$ cat config.mk
export PLATFORM = sky130hd
export DESIGN_NAME = uart_rx_frontend
export DESIGN_NICKNAME = d
export VERILOG_FILES = /design/src/rtl/uart_pkg.sv /design/src/rtl/uart_rx_sampler.sv /design/src/rtl/uart_rx_frontend.sv
export SDC_FILE = /design/constraint.sdc
export NUM_CORES = 1
export LEC_CHECK = 0
export CAP_MARGIN = 20
export CORE_MARGIN = 2
export CORE_UTILIZATION = 47
export CTS_CLUSTER_SIZE = 8
export DETAILED_ROUTE_END_ITERATION = 7
export PLACE_DENSITY = 0.74
export SYNTH_ARGS = -nofsm -noshare
export SYNTH_HDL_FRONTEND = slang
export SYNTH_HIERARCHICAL = 1
export SYNTH_SLANG_ARGS = --single-unit
$ cat constraint.sdc
create_clock -name clk_rf -period 1.58 [get_ports clk_rf]
set_clock_uncertainty 0.05 [all_clocks]
set_input_delay 0.237 -clock clk_rf [delete_from_list [all_inputs] [get_ports clk_rf]]
set_output_delay 0.237 -clock clk_rf [all_outputs]
set_load 0.02 [all_outputs]
$ cat src/rtl/uart_pkg.sv
`default_nettype none
// ============================================================================
// Module   : uart_pkg
// Brief    : Shared types, defaults and helpers for the UART RX front end.
// Revision : 1.0 - initial release
// ============================================================================
package uart_pkg;

    typedef enum logic [2:0] {
        IDLE   = 3'd0,
        START  = 3'd1,
        DATA   = 3'd2,
        PARITY = 3'd3,
        STOP   = 3'd4
    } rx_state_t;

    localparam int DEF_PRESCALE   = 8;
    localparam int DEF_DATA_WIDTH = 8;

    // Three mid-bit sample edges, centred on prescale/2.
    function automatic logic [2:0][15:0] sample_points(input int prescale);
        logic [2:0][15:0] pts;
        pts[0] = 16'(prescale / 2 - 1);
        pts[1] = 16'(prescale / 2);
        pts[2] = 16'(prescale / 2 + 1);
        return pts;
    endfunction

    function automatic logic majority3(input logic a, input logic b, input logic c);
        return (a & b) | (a & c) | (b & c);
    endfunction

endpackage
`default_nettype wire

$ cat src/rtl/uart_rx_sampler.sv
`default_nettype none
// ============================================================================
// Module   : uart_rx_sampler
// Brief    : Bit-period edge counter, mid-bit sampling and 2-of-3 vote.
// Revision : 1.0 - initial release
// ============================================================================
module uart_rx_sampler
    import uart_pkg::*;
#(
    parameter int PRESCALE = DEF_PRESCALE
) (
    input  logic clk,
    input  logic rst,
    input  logic run,
    input  logic rx,
    output logic sampled_bit,
    output logic bit_tick
);

    localparam int               CW   = $clog2(PRESCALE);
    localparam logic [2:0][15:0] PTS  = sample_points(PRESCALE);
    localparam logic [CW-1:0]    S0   = PTS[0][CW-1:0];
    localparam logic [CW-1:0]    S1   = PTS[1][CW-1:0];
    localparam logic [CW-1:0]    S2   = PTS[2][CW-1:0];
    localparam logic [CW-1:0]    LAST = CW'(PRESCALE - 1);

    logic [CW-1:0] edge_cnt;
    logic [1:0]    samp;

    assign bit_tick = (edge_cnt == LAST);

    always_ff @(posedge clk or posedge rst) begin
        if (rst) begin
            edge_cnt <= '0;
        end else if (!run || bit_tick) begin
            edge_cnt <= '0;
        end else begin
            edge_cnt <= edge_cnt + 1'b1;
        end
    end

    // The third sample feeds the vote directly so the result is visible on
    // the very next edge and held until the following bit's vote.
    always_ff @(posedge clk or posedge rst) begin
        if (rst) begin
            samp        <= 2'b11;
            sampled_bit <= 1'b1;
        end else if (run) begin
            if (edge_cnt == S0) samp[0] <= rx;
            if (edge_cnt == S1) samp[1] <= rx;
            if (edge_cnt == S2) sampled_bit <= majority3(samp[0], samp[1], rx);
        end
    end

endmodule
`default_nettype wire

$ cat src/rtl/uart_rx_frontend.sv
`default_nettype none
// ============================================================================
// Module   : uart_rx_frontend
// Brief    : UART RX framing FSM, LSB-first deserializer and frame strobes.
// Revision : 1.0 - initial release
// ============================================================================
module uart_rx_frontend
    import uart_pkg::*;
#(
    parameter int PRESCALE   = DEF_PRESCALE,
    parameter int DATA_WIDTH = DEF_DATA_WIDTH
) (
    input  logic                  clk_rf,
    input  logic                  rst_rf,
    input  logic                  rx_in_rf,
    input  logic                  par_en_rf,
    input  logic                  par_error_rf,
    output logic                  sampled_bit_rf,
    output logic [DATA_WIDTH-1:0] p_data_rf,
    output logic                  par_check_en_rf,
    output logic                  data_valid_rf,
    output logic                  stp_err_rf,
    output logic                  busy_rf
);

    localparam int            BW       = (DATA_WIDTH > 1) ? $clog2(DATA_WIDTH) : 1;
    localparam logic [BW-1:0] LAST_BIT = BW'(DATA_WIDTH - 1);

    rx_state_t     state;
    rx_state_t     next_state;
    logic          bit_tick;
    logic          start_seen;
    logic          par_en_q;
    logic [BW-1:0] bit_cnt;

    assign start_seen = (state == IDLE) && !rx_in_rf;

    uart_rx_sampler #(
        .PRESCALE (PRESCALE)
    ) u_sampler (
        .clk         (clk_rf),
        .rst         (rst_rf),
        .run         (start_seen || (state != IDLE)),
        .rx          (rx_in_rf),
        .sampled_bit (sampled_bit_rf),
        .bit_tick    (bit_tick)
    );

    always_ff @(posedge clk_rf or posedge rst_rf) begin
        if (rst_rf) state <= IDLE;
        else        state <= next_state;
    end

    always_comb begin
        next_state = state;
        case (state)
            IDLE:   if (!rx_in_rf) next_state = START;
            START:  if (bit_tick) next_state = sampled_bit_rf ? IDLE : DATA;
            DATA:   if (bit_tick && (bit_cnt == LAST_BIT))
                        next_state = par_en_q ? PARITY : STOP;
            PARITY: if (bit_tick) next_state = STOP;
            STOP:   if (bit_tick) next_state = IDLE;
            default: next_state = IDLE;
        endcase
    end

    always_comb begin
        busy_rf         = (state != IDLE);
        par_check_en_rf = (state == PARITY) && bit_tick;
    end

    always_ff @(posedge clk_rf or posedge rst_rf) begin
        if (rst_rf) begin
            par_en_q  <= 1'b0;
            bit_cnt   <= '0;
            p_data_rf <= '0;
        end else begin
            if (start_seen) par_en_q <= par_en_rf;
            if ((state == DATA) && bit_tick) begin
                p_data_rf <= {sampled_bit_rf, p_data_rf[DATA_WIDTH-1:1]};
                bit_cnt   <= (bit_cnt == LAST_BIT) ? '0 : bit_cnt + 1'b1;
            end
        end
    end

    // A parity error from the checker suppresses data_valid but is not a stop error.
    always_ff @(posedge clk_rf or posedge rst_rf) begin
        if (rst_rf) begin
            data_valid_rf <= 1'b0;
            stp_err_rf    <= 1'b0;
        end else begin
            data_valid_rf <= (state == STOP) && bit_tick && sampled_bit_rf &&
                             (!par_en_q || !par_error_rf);
            stp_err_rf    <= (state == STOP) && bit_tick && !sampled_bit_rf;
        end
    end

endmodule
`default_nettype wire
==> results.toml, run 1 <==
[power]
pwr-share-seq_pct = 62.8
p_int_mw = 0.758
power.share.switching_pct = 23.7
power_frac_comb_pct = 9.7
power_density_mw_per_mm2 = 652
ir_worst_vdd_v = 0.000363
pwr-share-clk_pct = 27.5
p_total_mw = 0.993
p_switching_mw = 0.235
leakage_nw = 0.683

[worst_setup_path]
crit_fanout = 8
crit_chain = "ha_4, ha_4, nand3b_4, buf_6, nor2_4, buf_12, mux2_4"
crit_path_top_delay_cell = "dfrtp_1"
crit_path_end_kind = "flip-flop"
cp_num_cells = 7
critPathLaunchType = "flip-flop"
cp_data_arrival_time_ps = 1790
worst-r2r-cell-count = 7
worstPathRequired_ps = 1740
cpMostUsedCell = "ha_4"
critical_path_class = "flip-flop to flip-flop"
path_buf_inv = 2
critPathMaxStageDelay_ps = 410
path_delay_family = "flip-flops"

[sta]
rsz0062_at_grt = "true"
hold_viol = 0
setup_ws_ps = -51.8
fin_crit_sh_pct = 103
tightestPinTransition_ps = 296
slew_headroom_pct = 80.1
fin_crit_ps = 1630
setup_viol = 12
fmax_mhz = 613
drv_slew = 0

[layout]
postLayoutCoreUtil_pct = 67.6
diodes = 0
final_cell_mix = "dfrtp_1 (20), buf_4 (14), mux2_4 (11)"
final_common_cell = "dfrtp_1"
syn2layout_area_growth_pct = 33.6
num-nets-final = 140
layout-drive-gt1-share_pct = 37.8

[die]
ioPinCount = 18
fp.dieW_um = 53.3
fp.dieH_um = 53.3
core-area_mm2 = 0.00225
die_area_mm2 = 0.00284
initial_utilization_pct = 50.6
core.rowCount = 17

[synthesis]
ys_seq_area_share_pct = 50.8
syn_area_per_cell_um2 = 12.4
yosys.cell_types.count = 26
synth_area_mm2 = 0.00114
synth-seq-cells = 23
syn-num-nets = 104
yosysTopAreaCellShare_pct = 43.9
syn_inst = 92
yosys.area.top_type = "dfrtp_1"
ys_warn_count = 6
synthTopCellsByArea = "dfrtp_1 (44%), mux2_4 (13%), ha_1 (7.7%)"

[global_routing]
grt_max_degree = 18
antenna_found_initial = 0
track_usage_pct = 18.2
grt_pass1_wl_mm = 3.64
gr-total-overflow = 0
grt_pass1_vias = 806

[place]
io_buffer_count = 17
place_hpwl_mm = 1.50
gp_congestion = 0.743

[detailed_routing]
initialDrtViolationCount = 11
wl_per_cell_um = 13.3
drc = 0
routed_wl_mm = 2.06
route.antenna.remaining_nets = 0
drtPass1Iterations = 4
vias = 788
vias_per_cell = 5.08

[flow_run]
max-cap-violations = 0

[cts]
cts_tree = "yes"
ctsLongestPathBuffers = 2
hold_buffers = 0
cts.clk_slew.worst_paths_ps = 120
root_buffer = "clkbuf_4"
clk_latency_ps = 310
cts_sinks = 23
ctsHtreeMaxLevel = 1
cts_made_buffers = 3

[outcome]
violations = "setup timing"
status = "finished with violations"

[min_path]
hp-class = "input pin to async pin"
-- cell families (layout without fill, tap and decap cells) --
| family | after synthesis | in the layout | share of synthesized area, % |
|---|---|---|---|
| AND/OR/NAND/NOR | 27 | 27 | 13.4 |
| flip-flops | 23 | 23 | 50.8 |
| adder cells (fa/ha/maj) | 8 | 8 | 8.66 |
| AO/OA/AOI/OAI | 7 | 7 | 3.73 |
| buffers and inverters | 13 | 48 | 6.36 |
| multiplexers | 14 | 14 | 17.1 |
-- Yosys cell counts --
master,number
a21oi_1,3
a221oi_1,1
buf_12,1
buf_4,2
dfrtp_1,20
dfstp_2,3
ha_1,7
inv_1,10
maj3_2,1
mux2_2,4
mux2_4,10
nand2_1,5
nand2b_1,1
nand3_1,3
nand3b_1,1
nand3b_4,1
nand4_1,1
nor2_1,10
nor2_4,1
nor2b_1,1
nor4_1,1
nor4bb_1,1
o211ai_1,1
o21ai_0,1
o22ai_1,1
or3_2,1
-- per-layer routing --
layer  GRT usage (%)  vias up  part of all wire (%)
li1                -      380                     -
met1            20.8      386                    41
met2            31.9       17                    53
met3            3.39        5                   3.7
met4            8.97        0                   1.9
met5               0        -                     0
-- flip-flops by register name, summed over array words and instances (netlist names) --
name and flops:
stp_err_rf 1, state 3, p_data_rf 8, u_sampler/edge_cnt 3
u_sampler/samp 2, bit_cnt 3, data_valid_rf 1, par_en_q 1
u_sampler/sampled_bit 1
-- per-stage QoR --
stage	cells	hold slack, ps	setup slack (ps)	setup TNS (ps)	instance area [µm²]
floorplan	92	-24.2	7.35	0	1150
global placement	148	443	-141	-626	1440
detailed placement	148	447	-183	-1010	1440
CTS	155	102	-75.1	-524	1490
global route	155	146	-104	-1100	1520
finish	155	101	-51.8	-428	1520
-- power by group through the flow --
stage                     Sequential [mW]  Combinational (mW)  Clock (mW)
after floorplan                     0.651              0.0348           0
final                               0.624              0.0967       0.273
after detailed placement            0.635               0.108           0
after global placement              0.634               0.106           0
after CTS                           0.623              0.0988       0.282
after global routing                0.627               0.107       0.295
-- worst register-to-register path: cells and delay by family (launching register included) --
kind                     cells  cell delay, ps
buffers and inverters        2             280
multiplexers                 1             300
adder cells (fa/ha/maj)      2             290
AND/OR/NAND/NOR              2             200
flip-flops                   1             410
-- worst paths after layout --
kind	from	to	slack (ps)
min	rst_rf	u_sampler/edge_cnt[0]	100
max reg2reg	u_sampler/edge_cnt[0]	p_data_rf[2]	-50
max in group asynchronous	rst_rf	bit_cnt[2]	1100
min in group clk_rf	par_en_rf	par_en_q	460
max	u_sampler/edge_cnt[0]	p_data_rf[2]	-50
min reg2reg	p_data_rf[0]	p_data_rf[0]	480
-- layout make-up --
cell class,count,area (µm²)
clock buffer,4,26.3
fill,174,731
inverter,10,37.5
multi-input combinational,56,537
sequential,23,579
tap,28,35.0
timing repair buffer,34,309
-- repair_timing --
action / in CTS / in global routing
pin swaps: 0 / 3
buffers inserted: 3 / 1
resized for setup: 24 / 7
setup endpoints to repair: 22 / 16
Note: power is estimated with default switching activity, not from simulation.
==> inputs of run 2 (changes only) <==
--- a/config.mk
+++ b/config.mk
@@ -5,11 +5,12 @@
 export SDC_FILE = /design/constraint.sdc
 export NUM_CORES = 1
 export LEC_CHECK = 0
-export CAP_MARGIN = 20
+export CAP_MARGIN = 40
 export CORE_MARGIN = 2
 export CORE_UTILIZATION = 47
 export CTS_CLUSTER_SIZE = 8
 export DETAILED_ROUTE_END_ITERATION = 7
+export GPL_TIMING_DRIVEN = 0
 export PLACE_DENSITY = 0.74
 export SYNTH_ARGS = -nofsm -noshare
 export SYNTH_HDL_FRONTEND = slang
==> constraint.sdc (replaced) <==
create_clock -name clk_rf -period 1.58 [get_ports clk_rf]
set_clock_uncertainty 0.05 [all_clocks]
set_input_delay 0.316 -clock clk_rf [delete_from_list [all_inputs] [get_ports clk_rf]]
set_output_delay 0.316 -clock clk_rf [all_outputs]
set_load 0.02 [all_outputs]
==> results.toml, run 2 (synthesis gave the netlist of run 1 again) <==
[layout]
largest_reg_flops = 8
layout-drive-gt1-share_pct = 36.6
fillers = 202
num-nets-final = 136
multi_input_area_um2 = 532
final_cell_mix = "dfrtp_1 (19), buf_4 (12), mux2_4 (11)"
diodes = 0
final_common_cell = "dfrtp_1"
postLayoutCoreUtil_pct = 65.8
layout.area.seq_um2 = 581
syn2layout_area_growth_pct = 29.9
top_register = "p_data_rf"

[place]
gp_congestion = 0.747
place_hpwl_mm = 1.32
io_buffer_count = 17

[cts]
clk_latency_ps = 310
ctsHtreeMaxLevel = 1
cts_sinks = 23
cts.clk_slew.worst_paths_ps = 120
cts_tree = "yes"
root_buffer = "clkbuf_4"
ctsLongestPathBuffers = 2
hold_buffers = 0
cts_made_buffers = 3

[worst_setup_path]
cp_num_cells = 5
cpMostUsedCell = "ha_4"
critical_path_class = "flip-flop to output pin"
critPathLaunchType = "flip-flop"
rrSetupSlack_ps = -160
crit_path_end_kind = "output pin"
worst-r2r-cell-count = 7
cp_data_arrival_time_ps = 1370
crit_chain = "ha_4, ha_4, nand3b_4, nor2_4, buf_6"
worstPathRequired_ps = 1210
path_delay_family = "flip-flops"
crit_fanout = 2
path_buf_inv = 1
critPathMaxStageDelay_ps = 420
crit_path_top_delay_cell = "dfrtp_1"

[min_path]
hp-class = "input pin to async pin"

[sta]
setup_viol = 13
hold_ws_ps = 181
hold_viol = 0
rsz0062_at_grt = "true"
fin_crit_ps = 1740
fin_crit_sh_pct = 110
fmax_mhz = 575
slew_headroom_pct = 57.9
tightestPinTransition_ps = 630
totalNegativeSetupSlack_ps = -1730
setup_ws_ps = -159
drv_slew = 0

[die]
fp.dieW_um = 53.3
die_area_mm2 = 0.00284
core-area_mm2 = 0.00225
fp.dieH_um = 53.3
core.rowCount = 17
ioPinCount = 18
initial_utilization_pct = 50.6

[outcome]
violations = "setup timing"
status = "finished with violations"

[power]
leakage_nw = 0.665
ir_worst_vdd_v = 0.000417
power_density_mw_per_mm2 = 663

[global_routing]
grt_pass1_wl_mm = 3.28
grt_pass1_vias = 744
grt_max_degree = 18
track_usage_pct = 16.3
gr-total-overflow = 0
antenna_found_initial = 0

[detailed_routing]
drc = 0
route.antenna.remaining_nets = 0
vias_per_cell = 5.06
wl_per_cell_um = 13.2
drtPass1Iterations = 4
routed_wl_mm = 1.99
vias = 764
initialDrtViolationCount = 6

[flow_run]
max-cap-violations = 0
==> run 2: cell types whose count changed in the layout (fill, tap and decap cells not counted) <==
cell | before | now
clkdlybuf4s50_1 | 6 | 4
nand3_2 | 1 | 0
dfrtp_2 | 0 | 1
buf_4 | 14 | 12
clkdlybuf4s15_2 | 0 | 1
dlygate4sd2_1 | 9 | 10
buf_6 | 4 | 2
dfrtp_1 | 20 | 19
nand3_1 | 2 | 3
==> run 2: timing repair <==
action | 4_1_cts | 5_1_grt
setup endpoints to repair | 24 | 17
gates resized for setup | 32 | 3
pin swaps | 3 | 3
setup buffers | 7 | 5
==> run 2: worst reg2reg max path: cells and delay by family (launching register included) <==
| family | cells | cell delay (ps) |
|---|---|---|
| buffers and inverters | 2 | 320 |
| DFF | 1 | 420 |
| muxes | 1 | 300 |
| and+or+nand+nor | 2 | 230 |
| adders and majority gates | 2 | 320 |
==> run 2: through the flow <==
| step | power (mW) | instances | setup slack [ps] | cell area [µm²] |
|---|---|---|---|---|
| 2_1_floorplan | 0.686 | 92 | 7.35 | 1150 |
| 3_3_place_gp | 0.733 | 137 | -421 | 1360 |
| 3_5_place_dp | 0.735 | 137 | -449 | 1360 |
| 4_1_cts | 0.994 | 148 | -167 | 1450 |
| 5_1_grt | 1.03 | 151 | -227 | 1480 |
| 6_report | 0.984 | 151 | -159 | 1480 |
==> run 2: power breakdown <==
group          leakage [nW]  switching (mW)  internal [mW]
combinational         0.372          0.0454         0.0463
clock                0.0150           0.170         0.0986
sequential            0.277          0.0132          0.610
total                 0.665           0.229          0.755
==> run 2: final timing paths <==
check                                        end                   from
min                        u_sampler/edge_cnt[0]                 rst_rf
max in group asynchronous               state[2]                 rst_rf
min in group clk_rf                 p_data_rf[0]           p_data_rf[0]
max                              par_check_en_rf  u_sampler/edge_cnt[0]
max reg2reg                           bit_cnt[1]  u_sampler/edge_cnt[0]
min reg2reg                         p_data_rf[0]           p_data_rf[0]
==> run 2: metal layers <==
layer  GRT usage (%)  part of all wire [%]  vias to the layer above
li1                -                     -                      369
met1            19.8                    45                      379
met2            27.2                    51                       12
met3            3.39                   2.6                        4
met4            7.69                   1.5                        0
met5               0                     0                        -
==> run 2: area by class of cell <==
class | instances | area share (%)
tap | 28 | 2.36
clock buffer | 4 | 1.77
buffer | 1 | 1.35
inverter | 10 | 2.53
timing repair buffer | 29 | 17.0
sequential | 23 | 39.2
multi-input combinational | 56 | 35.9
==> inputs of run 3 (changes only) <==
--- a/config.mk
+++ b/config.mk
@@ -11,7 +11,7 @@
 export CTS_CLUSTER_SIZE = 8
 export DETAILED_ROUTE_END_ITERATION = 7
 export GPL_TIMING_DRIVEN = 0
-export PLACE_DENSITY = 0.74
+export PLACE_DENSITY = 0.84
 export SYNTH_ARGS = -nofsm -noshare
 export SYNTH_HDL_FRONTEND = slang
 export SYNTH_HIERARCHICAL = 1
==> results.toml, run 3 (synthesis gave the netlist of run 1 again) <==
[die]
fp.dieH_um = 53.3
core-area_mm2 = 0.00225
core.rowCount = 17
ioPinCount = 18
die_area_mm2 = 0.00284
initial_utilization_pct = 50.6
fp.dieW_um = 53.3

[layout]
fillers = 206
final_common_cell = "dfrtp_1"
layout-drive-gt1-share_pct = 36.4
num-nets-final = 134
top_register = "p_data_rf"
syn2layout_area_growth_pct = 28.8
final_cell_mix = "dfrtp_1 (19), mux2_4 (10), inv_1 (10), dlygate4sd2_1 (10), buf_4 (10)"
diodes = 0
largest_reg_flops = 8

[cts]
hold_buffers = 0
ctsHtreeMaxLevel = 1
cts_sinks = 23
cts_made_buffers = 3
cts.clk_slew.worst_paths_ps = 120
cts_tree = "yes"
clk_latency_ps = 310
root_buffer = "clkbuf_4"
ctsLongestPathBuffers = 2

[outcome]
violations = "setup timing"
status = "finished with violations"

[global_routing]
antenna_found_initial = 0
grt_max_degree = 18
grt_pass1_wl_mm = 3.42
track_usage_pct = 17.1
gr-total-overflow = 0
grt_pass1_vias = 799

[place]
dpl_worst_slack_ps = -428
gp_congestion = 0.682
io_buffer_count = 17
place_hpwl_mm = 1.42

[flow_run]
max-cap-violations = 0

[power]
leakage_nw = 0.655
p_total_mw = 0.993
power_density_mw_per_mm2 = 676
ir_worst_vdd_v = 0.000422

[sta]
drv_slew = 0
rsz0062_at_grt = "true"
setup_ws_ps = -116
setup_viol = 13
slew_headroom_pct = 58.0
tightestPinTransition_ps = 630
hold_ws_ps = 188
hold_viol = 0
fin_crit_ps = 1700
totalNegativeSetupSlack_ps = -1310
fin_crit_sh_pct = 107
fmax_mhz = 590

[worst_setup_path]
crit_path_end_kind = "output pin"
critPathLaunchType = "flip-flop"
crit_path_top_delay_cell = "dfrtp_1"
crit_start = "u_sampler/edge_cnt[0]"
r2r_start = "u_sampler/edge_cnt[0]"
crit_fanout = 2
cpMostUsedCell = "ha_4"
crit_chain = "ha_4, ha_4, nand3b_4, nor2_4, buf_6"
cp_data_arrival_time_ps = 1330
critPathMaxStageDelay_ps = 430
worstPathRequired_ps = 1210
critical_path_class = "flip-flop to output pin"

[detailed_routing]
vias_per_cell = 5.24
route.antenna.remaining_nets = 0
wl_per_cell_um = 13.9
routed_wl_mm = 2.07
vias = 781
drc = 0
initialDrtViolationCount = 15
drtPass1Iterations = 5

[min_path]
hp-class = "input pin to async pin"
==> run 3: changes by cell type in the layout (fill, tap and decap cells not counted) <==
cell / change
mux2_4: -1
nor4bb_1: -1
mux2_2: +1
nor4bb_2: +1
buf_4: -2
==> run 3: timing repair <==
item,4_1_cts,5_1_grt
endpoints found under the hold margin,0,0
pin swaps,3,3
endpoints found under the setup margin,24,18
cloned,0,0
resized for setup,30,5
buffers inserted,6,4
==> run 3: stage by stage <==
stage          utilization, %  std cells  cell area (µm²)
6_report                 65.2        149             1470
5_1_grt                  65.2        149             1470
4_1_cts                  64.0        147             1440
2_1_floorplan               -         92             1150
3_3_place_gp             60.3        137             1360
3_5_place_dp             60.3        137             1360
==> run 3: critical path: cells and delay by family (launching register included) <==
kind | cells | cell delay [ps]
DFF | 1 | 430
and+or+nand+nor | 2 | 110
adders and majority gates | 2 | 350
buffers and inverters | 1 | 120
==> run 3: metal layers <==
metal | global-route usage, % | routed length [µm]
met2 | 28.2 | 1030
met4 | 9.40 | 39
met5 | 0 | 0
met3 | 3.11 | 97
met1 | 20.9 | 904
==> run 3: area by class of cell <==
type                    instances  area, µm²  area share [%]
repair buffers                 27        236            16.1
plain buffers                   1       20.0            1.36
inverters                      10       37.5            2.55
well taps                      28       35.0            2.38
flip-flops and latches         23        581            39.5
multi-input cells              56        534            36.3
clock buffers                   4       26.3            1.79
==> run 3: power by group <==
part / internal, mW / switching, mW
Sequential: 0.610 / 0.0144
Combinational: 0.0464 / 0.0467
Clock: 0.0988 / 0.177
==> run 3: final timing paths <==
check	end	slack (ps)	depth (start not counted)
max	par_check_en_rf	-120	5
min in group clk_rf	state[0]	450	1
min	u_sampler/edge_cnt[1]	190	2
max reg2reg	bit_cnt[1]	-110	7
max in group asynchronous	state[2]	690	2
min reg2reg	state[0]	450	1
